## config.mk

```make
export PLATFORM = sky130hd
export DESIGN_NAME = img_frame_streamer
export DESIGN_NICKNAME = d
export VERILOG_FILES = /design/src/rtl/img_frame_streamer.sv
export SDC_FILE = /design/constraint.sdc
export NUM_CORES = 1
export LEC_CHECK = 0
export CAP_MARGIN = 20
export CORE_MARGIN = 2
export CORE_UTILIZATION = 49
export CTS_BUF_LIST = sky130_fd_sc_hd__clkbuf_8 sky130_fd_sc_hd__clkbuf_16
export DETAILED_ROUTE_END_ITERATION = 7
export PLACE_DENSITY = 0.79
export SLEW_MARGIN = 10
export SYNTH_ARGS = -nofsm -noshare
export SYNTH_HDL_FRONTEND = slang
export SYNTH_SLANG_ARGS = --single-unit
```

## constraint.sdc

```tcl
create_clock -name clk -period 2.2 [get_ports clk]
set_clock_uncertainty 0.05 [all_clocks]
set_input_delay 0.22 -clock clk [delete_from_list [all_inputs] [get_ports clk]]
set_output_delay 0.22 -clock clk [all_outputs]
set_load 0.02 [all_outputs]
```

## src/rtl/img_frame_streamer.sv

```systemverilog
// ---------------------------------------------------------------------------
// img_frame_streamer
//   Reads an H_RES x V_RES RGB565 image ROM in raster order and presents it
//   as a valid/ready pixel stream with start-of-frame and end-of-line flags.
//   The ROM is combinational: rom_addr is driven straight from the address
//   register and rom_data is captured into the output register on each load.
//
// Ports
//   clk         system clock
//   reset_n     asynchronous active-low reset
//   start       begin one frame (CONTINUOUS=1: begin streaming), IDLE only
//   busy        high whenever the FSM is not IDLE
//   rom_addr    ROM address (ADDR_W bits)
//   rom_data    ROM read data, combinational in rom_addr
//   m_data      pixel data
//   m_valid     m_data / m_sof / m_eol valid
//   m_ready     consumer accepts the beat when m_valid && m_ready
//   m_sof       beat is pixel (0,0)
//   m_eol       beat is the last pixel of a line
//   frame_done  one-cycle pulse after the last pixel of a frame is accepted
// ---------------------------------------------------------------------------
module img_frame_streamer #(
  parameter int H_RES      = 320,
  parameter int V_RES      = 240,
  parameter int ADDR_W     = $clog2(H_RES * V_RES),
  parameter int DATA_W     = 16,
  parameter bit CONTINUOUS = 1'b0
) (
  input  logic              clk,
  input  logic              reset_n,
  input  logic              start,
  output logic              busy,
  output logic [ADDR_W-1:0] rom_addr,
  input  logic [DATA_W-1:0] rom_data,
  output logic [DATA_W-1:0] m_data,
  output logic              m_valid,
  input  logic              m_ready,
  output logic              m_sof,
  output logic              m_eol,
  output logic              frame_done
);

  localparam int X_W = (H_RES > 1) ? $clog2(H_RES) : 1;
  localparam int Y_W = (V_RES > 1) ? $clog2(V_RES) : 1;

  localparam logic [ADDR_W-1:0] LAST_ADDR = ADDR_W'(H_RES * V_RES - 1);
  localparam logic [X_W-1:0]    LAST_X    = X_W'(H_RES - 1);

  typedef enum logic [1:0] {
    IDLE,
    RUN,
    DRAIN
  } state_t;

  state_t            state;
  logic [ADDR_W-1:0] addr;
  logic [X_W-1:0]    x;
  logic [Y_W-1:0]    y;
  logic              m_last;   // beat in the output register came from LAST_ADDR
  logic              load;
  logic              accept;

  // A new pixel is fetched whenever the output register is empty or is being
  // emptied this cycle; this is what gives one pixel per clock with no bubbles.
  assign load     = (state == RUN) && (!m_valid || m_ready);
  assign accept   = m_valid && m_ready;
  assign busy     = (state != IDLE);
  assign rom_addr = addr;

  // NOTE: every register below is written with <= so all of them update from
  // the same pre-edge values; a blocking = here would let later statements see
  // half-updated state and break the addr/x/y relationship.
  always_ff @(posedge clk or negedge reset_n) begin
    if (!reset_n) begin
      state      <= IDLE;
      addr       <= '0;
      x          <= '0;
      y          <= '0;
      m_data     <= '0;
      m_valid    <= 1'b0;
      m_sof      <= 1'b0;
      m_eol      <= 1'b0;
      m_last     <= 1'b0;
      frame_done <= 1'b0;
    end else begin
      frame_done <= accept && m_last;

      case (state)
        IDLE: begin
          if (start) begin
            addr  <= '0;
            x     <= '0;
            y     <= '0;
            state <= RUN;
          end
        end

        RUN: begin
          if (load) begin
            m_data  <= rom_data;
            m_sof   <= (addr == '0);
            m_eol   <= (x == LAST_X);
            m_last  <= (addr == LAST_ADDR);
            m_valid <= 1'b1;

            if (x == LAST_X) begin
              x <= '0;
              y <= y + Y_W'(1);
            end else begin
              x <= x + X_W'(1);
            end

            // Frame wrap: the y assignment here overrides the line increment.
            if (addr == LAST_ADDR) begin
              addr <= '0;
              y    <= '0;
              if (!CONTINUOUS) state <= DRAIN;
            end else begin
              addr <= addr + ADDR_W'(1);
            end
          end
        end

        DRAIN: begin
          if (accept) begin
            m_valid <= 1'b0;
            state   <= IDLE;
          end
        end

        default: state <= IDLE;
      endcase
    end
  end

endmodule

```

==> metrics.txt, run 1 <==
GR Util All Layers=0.2204; ANT cells=0; post-route DRC violation count=0; Placeable Area=4755 um2; MaxCap Viol Count=0; Port Buffer Count=57; Final setup violation count=0; Die ar.=5525 um2; average wire per standard cell=14.27 um; Syn-to-layout area delta=34.13%; yosys warns=0; power per cell area=768.0 nW/um2; vias in the first global route=2016; Die Y=74.33 um; io pins=58; Post-Layout Cell Count=398; CTS buffer count=5; vias per cell=5.590; crit start category=flop; Post-Syn Area=2424 um2; Vias=2225; minimum clock period=2.079 ns; placed cell count=389; nets=353; first-pass GRT wire length=9.349 mm; largest net degree at the start of global routing=23; most used flip-flop cell after synthesis=dfrtp_1; synthesized net count=280; initial antenna violation count=0; slew of the pin with the lowest slew margin=0.4393 ns; Crit. End Element=flop; Worst Path Required=2.33 ns; Hold Vio Cnt, Final=0; Fin Setup TNS=0 ns; RR Startpoint=rom_addr[4]; Skew-Pair Late Insertion Delay=0.30 ns; post-synthesis cell count=257; initial drt markers=161; Root Driver=clkbuf_8; Rows=25; final wirelength=5.679 mm; outcome=complete, no violations; worst setup path category=reg -> reg; leakage power=1.481 nW; crit path launch=rom_addr[4]; Die X-Extent=74.33 um; Hold Crit Class=in -> async; Yosys reg bits=49; sequential area share after synthesis=0.5059; share of cells above drive strength 1=0.09970; Rel. slew slack=0.7063; Worst VDD drop=0.7887 mV; First-pass DRT Iterations=4; Initial Util=0.5097; clock buffer depth=2; synth unique cells=43; ANT nets after route=0; Tcrit/Tclk final=0.9448; CP max FO=12; GRT overflow=0; GP Congestion=0.8502; RSZ-0062 raised after global routing=no; Reg clk slew, reported paths=0.09 ns; Sink Count=49; critical path data arrival time=2.20 ns; FMAX=0.4811 GHz; HPWL after DPL=4.097 mm; Setup Fix Bufs, Post-CTS=0; Post-synth EDFFs=0; H-tree lvl count=2; Post-Syn Area per Cell=9.430 um2; Slew Viols, Final=0; Synth async-reset ratio=1.000; CTS tree=built
cell usage in the layout (no fill, tap or decap), drive strengths merged, types with 5 or more instances in the layout:
cell,count
dfrtp,49
a21oi,9
or4,8
nor4,6
nand4,7
xnor2,6
o21ai,10
o31ai,6
buf,20
inv,7
a22oi,11
nand3,13
nor2,5
or3,6
nand2,69
clkbuf,5
clkdlybuf4s50,56
report_power, final:
part	switching, mW	internal [mW]	total [mW]
clock	0.296	0.216	0.512
combinational	0.386	0.374	0.760
sequential	0.180	1.04	1.22
total	0.862	1.63	2.50
synth_stat cells (2+ instances only):
library cell	number	area, um2
ha_1	3	37.54
nor4b_1	2	17.52
or3_1	6	37.54
nand2_1	69	259.0
buf_6	2	22.52
nor4_1	6	37.54
nor2b_1	3	18.77
and3_1	3	18.77
xnor2_1	6	52.55
or4_1	8	60.06
xor2_1	3	26.28
a21oi_1	9	45.04
clkbuf_1	7	26.28
and4_1	2	17.52
dfrtp_1	49	1226
nand3_1	13	65.06
a22oi_2	2	25.02
nand4_1	7	43.79
a22oi_1	9	67.56
o31ai_1	6	45.04
and2_1	3	18.77
inv_1	5	18.77
nor2_1	5	18.77
o21ai_0	10	50.05
layout make-up:
cell class / count / area (um2)
clock buffers: 5 / 68.82
clock inverters: 3 / 15.01
fillers: 403 / 1504
inverters: 5 / 18.77
multi-input cells: 192 / 1120
flip-flops and latches: 49 / 1226
well taps: 67 / 83.83
repair buffers: 77 / 718.2
critical path: stages, from the launching register on:
cell	delay [ns]
dfrtp_1	0.47
and3_1	0.25
nand3_1	0.34
o41ai_4	0.47
buf_4	0.26
a22oi_1	0.11
path summary, 6_finish.rpt:
path	endpoint	depth (start not counted)	slack (ns)
worst max-delay path	rom_addr[10]	5	0.12
worst min-delay path	rom_addr[13]	2	0.32
worst max register to register	rom_addr[10]	5	0.12
worst min register to register	m_data[3]	2	0.43
max in group asynchronous	rom_addr[7]	3	1.19
min in group clk	m_data[9]	3	0.39
layer usage:
layer / routed length, um / global-route usage
met1: 2651 / 0.3237
met5: 0 / 0
met3: 338 / 0.03523
met2: 2601 / 0.3383
met4: 87 / 0.06944
flip-flops by register name, indices dropped and copies added (netlist names):
| signal | cells |
|---|---|
| m_eol | 1 |
| m_data | 16 |
| state | 2 |
| rom_addr | 17 |
| m_last | 1 |
| m_sof | 1 |
| frame_done | 1 |
| m_valid | 1 |
| x | 9 |
stage by stage:
stage	setup slack (ns)	power (mW)	instance area [um2]	hold slack (ns)	utilization
after CTS	0.1567	2.502	3251	0.3386	0.6837
after global routing	0.01061	2.635	3251	0.3850	0.6837
final	0.1214	2.496	3251	0.3232	0.6837
after floorplan	0.1125	1.630	2424	-0.1256	-
after detailed placement	0.07942	1.999	3157	0.1254	0.6639
after global placement	0.08383	1.980	3157	0.1222	0.6639
timing repair:
action,4_1_cts,5_1_grt
hold endpoints to repair,17,0
hold buffers,1,0
gates resized for setup,0,0
cells by family (layout without fill, tap and decap cells):
kind of cell / count (synthesis) / count (layout) / share of synthesized area
flip-flops: 49 / 49 / 0.5059
XOR/XNOR: 9 / 9 / 0.03253
buffers and inverters: 16 / 90 / 0.03201
AO/OA/AOI/OAI: 44 / 44 / 0.1296
AND/OR/NAND/NOR: 135 / 135 / 0.2803
multiplexers: 1 / 1 / 0.004130
adder cells (fa/ha/maj): 3 / 3 / 0.01549
Power figures use the tool's default switching activity.
==> run 2, diff against run 1 <==
Settings changed: SLEW_MARGIN 10 to 0.
==> results of run 2 <==
No change in the layout: final DEF, timing and power equal those of run 1.
==> run 3, diff against run 2 <==
--- a/constraint.sdc
+++ b/constraint.sdc
@@ -4,2 +4,2 @@
 set_output_delay 0.22 -clock clk [all_outputs]
-set_load 0.02 [all_outputs]
+set_load 0.005 [all_outputs]
==> metrics.txt, run 3 (synthesis results as in run 1) <==
outcome=complete, no violations; Placeable Area=4755 um2; Tcrit/Tclk final=0.9245; nets=354; vias in the first global route=2045; Rel. slew slack=0.7106; CP max FO=12; worst setup path category=reg -> reg; Tot Pwr=2.433 mW; Worst VDD drop=0.6166 mV; dpl cell area=3164 um2; Die X-Extent=74.33 um; placed cell count=390; Final setup violation count=0; Slew Viols, Final=0; fin area=3271 um2; clock network power share=0.231; largest net degree at the start of global routing=23; Hold Vio Cnt, Final=0; Skew-Pair Late Insertion Delay=0.31 ns; Sink Count=49; HPWL after DPL=4.173 mm; initial antenna violation count=0; Post-Layout Cell Count=399; leakage power=1.491 nW; combinational power share=0.266; power per cell area=743.8 nW/um2; First-pass DRT Iterations=4; Rows=25; RR Endpoint=rom_addr[14]; RSZ-0062 raised after global routing=no; GR Util All Layers=0.2308; post-layout util=0.6879; GRT overflow=0; GP Congestion=0.8550; R2R depth=5; max reg flops=17; Fin Setup TNS=0 ns; post-route DRC violation count=0; CTS tree=built; most common cell after layout, fill and taps aside=nand2_1; final wirelength=5.725 mm; Pint=1.672 mW; switching share of power=0.3128; minimum clock period=2.034 ns; H-tree lvl count=2; share of cells above drive strength 1=0.1084; most frequent cells in the layout=69 x nand2_1, 56 x clkdlybuf4s50_1, 49 x dfrtp_1; ANT nets after route=0; Setup Fix Bufs, Post-CTS=0; clock buffer depth=2; Flop pwr share=0.504; Vias=2231; R2R Setup Slk=0.17 ns; slew of the pin with the lowest slew margin=0.4330 ns; Die Y=74.33 um; CTS buffer count=5; vias per cell=5.591; initial drt markers=97; average wire per standard cell=14.35 um; final hold slack=0.3141 ns; Reg clk slew, reported paths=0.09 ns; MaxCap Viol Count=0; Fill cells=399; crit path to=rom_addr[14]; Port Buffer Count=57; io pins=58; Syn-to-layout area delta=34.95%; first-pass GRT wire length=9.611 mm; Initial Util=0.5097; setup ws final=0.1662 ns; Crit. End Element=flop; switching pwr=0.7611 mW; FMAX=0.4917 GHz; crit start category=flop; crit path launch=rom_addr[4]; Root Driver=clkbuf_8; critical path data arrival time=2.16 ns; Hold Crit Class=in -> async; RR Startpoint=rom_addr[4]; Place WS=0.03509 ns; Die ar.=5525 um2; Worst Path Required=2.33 ns; ANT cells=0
## run 3: metal layers
layer  wire length, um  track usage
met1              2573       0.3284
met2              2726       0.3571
met3               348      0.04743
met5                 0            0
met4                77      0.07540
## run 3: area by class of cell
cell class                 instances  area [um2]  share of cell area
timing repair buffer              78       725.7              0.2219
tap                               67       83.83             0.02563
clock buffer                       6       82.58             0.02525
multi-input combinational        192        1120              0.3424
inverter                           5       18.77            0.005738
sequential                        49        1226              0.3749
clock inverter                     2       13.76            0.004208
## run 3: repair_timing
| action | in CTS | in global routing |
|---|---|---|
| resized for setup | 0 | 0 |
| hold buffers | 1 | 0 |
| hold endpoints to repair | 17 | 0 |
## run 3: worst min path at each step
stage,end,start
floorplan,frame_done,reset_n
global placement,rom_addr[13],reset_n
detailed placement,rom_addr[13],reset_n
CTS,m_data[4],reset_n
global route,m_data[4],reset_n
finish,x[7],reset_n
## run 3: critical path, cell delays in order, from the launching register on
cell and delay [ns]:
dfrtp_1 0.47, and3_1 0.24, nand3_1 0.33, o41ai_4 0.45
buf_4 0.26, a22oi_1 0.10
## run 3: power groups by stage
| stage | logic [mW] | registers [mW] | clock network, mW |
|---|---|---|---|
| after detailed placement | 0.648 | 1.24 | 0 |
| after global placement | 0.634 | 1.23 | 0 |
| after CTS | 0.653 | 1.22 | 0.572 |
| after floorplan | 0.306 | 1.21 | 0 |
| final | 0.646 | 1.22 | 0.562 |
| after global routing | 0.719 | 1.25 | 0.608 |
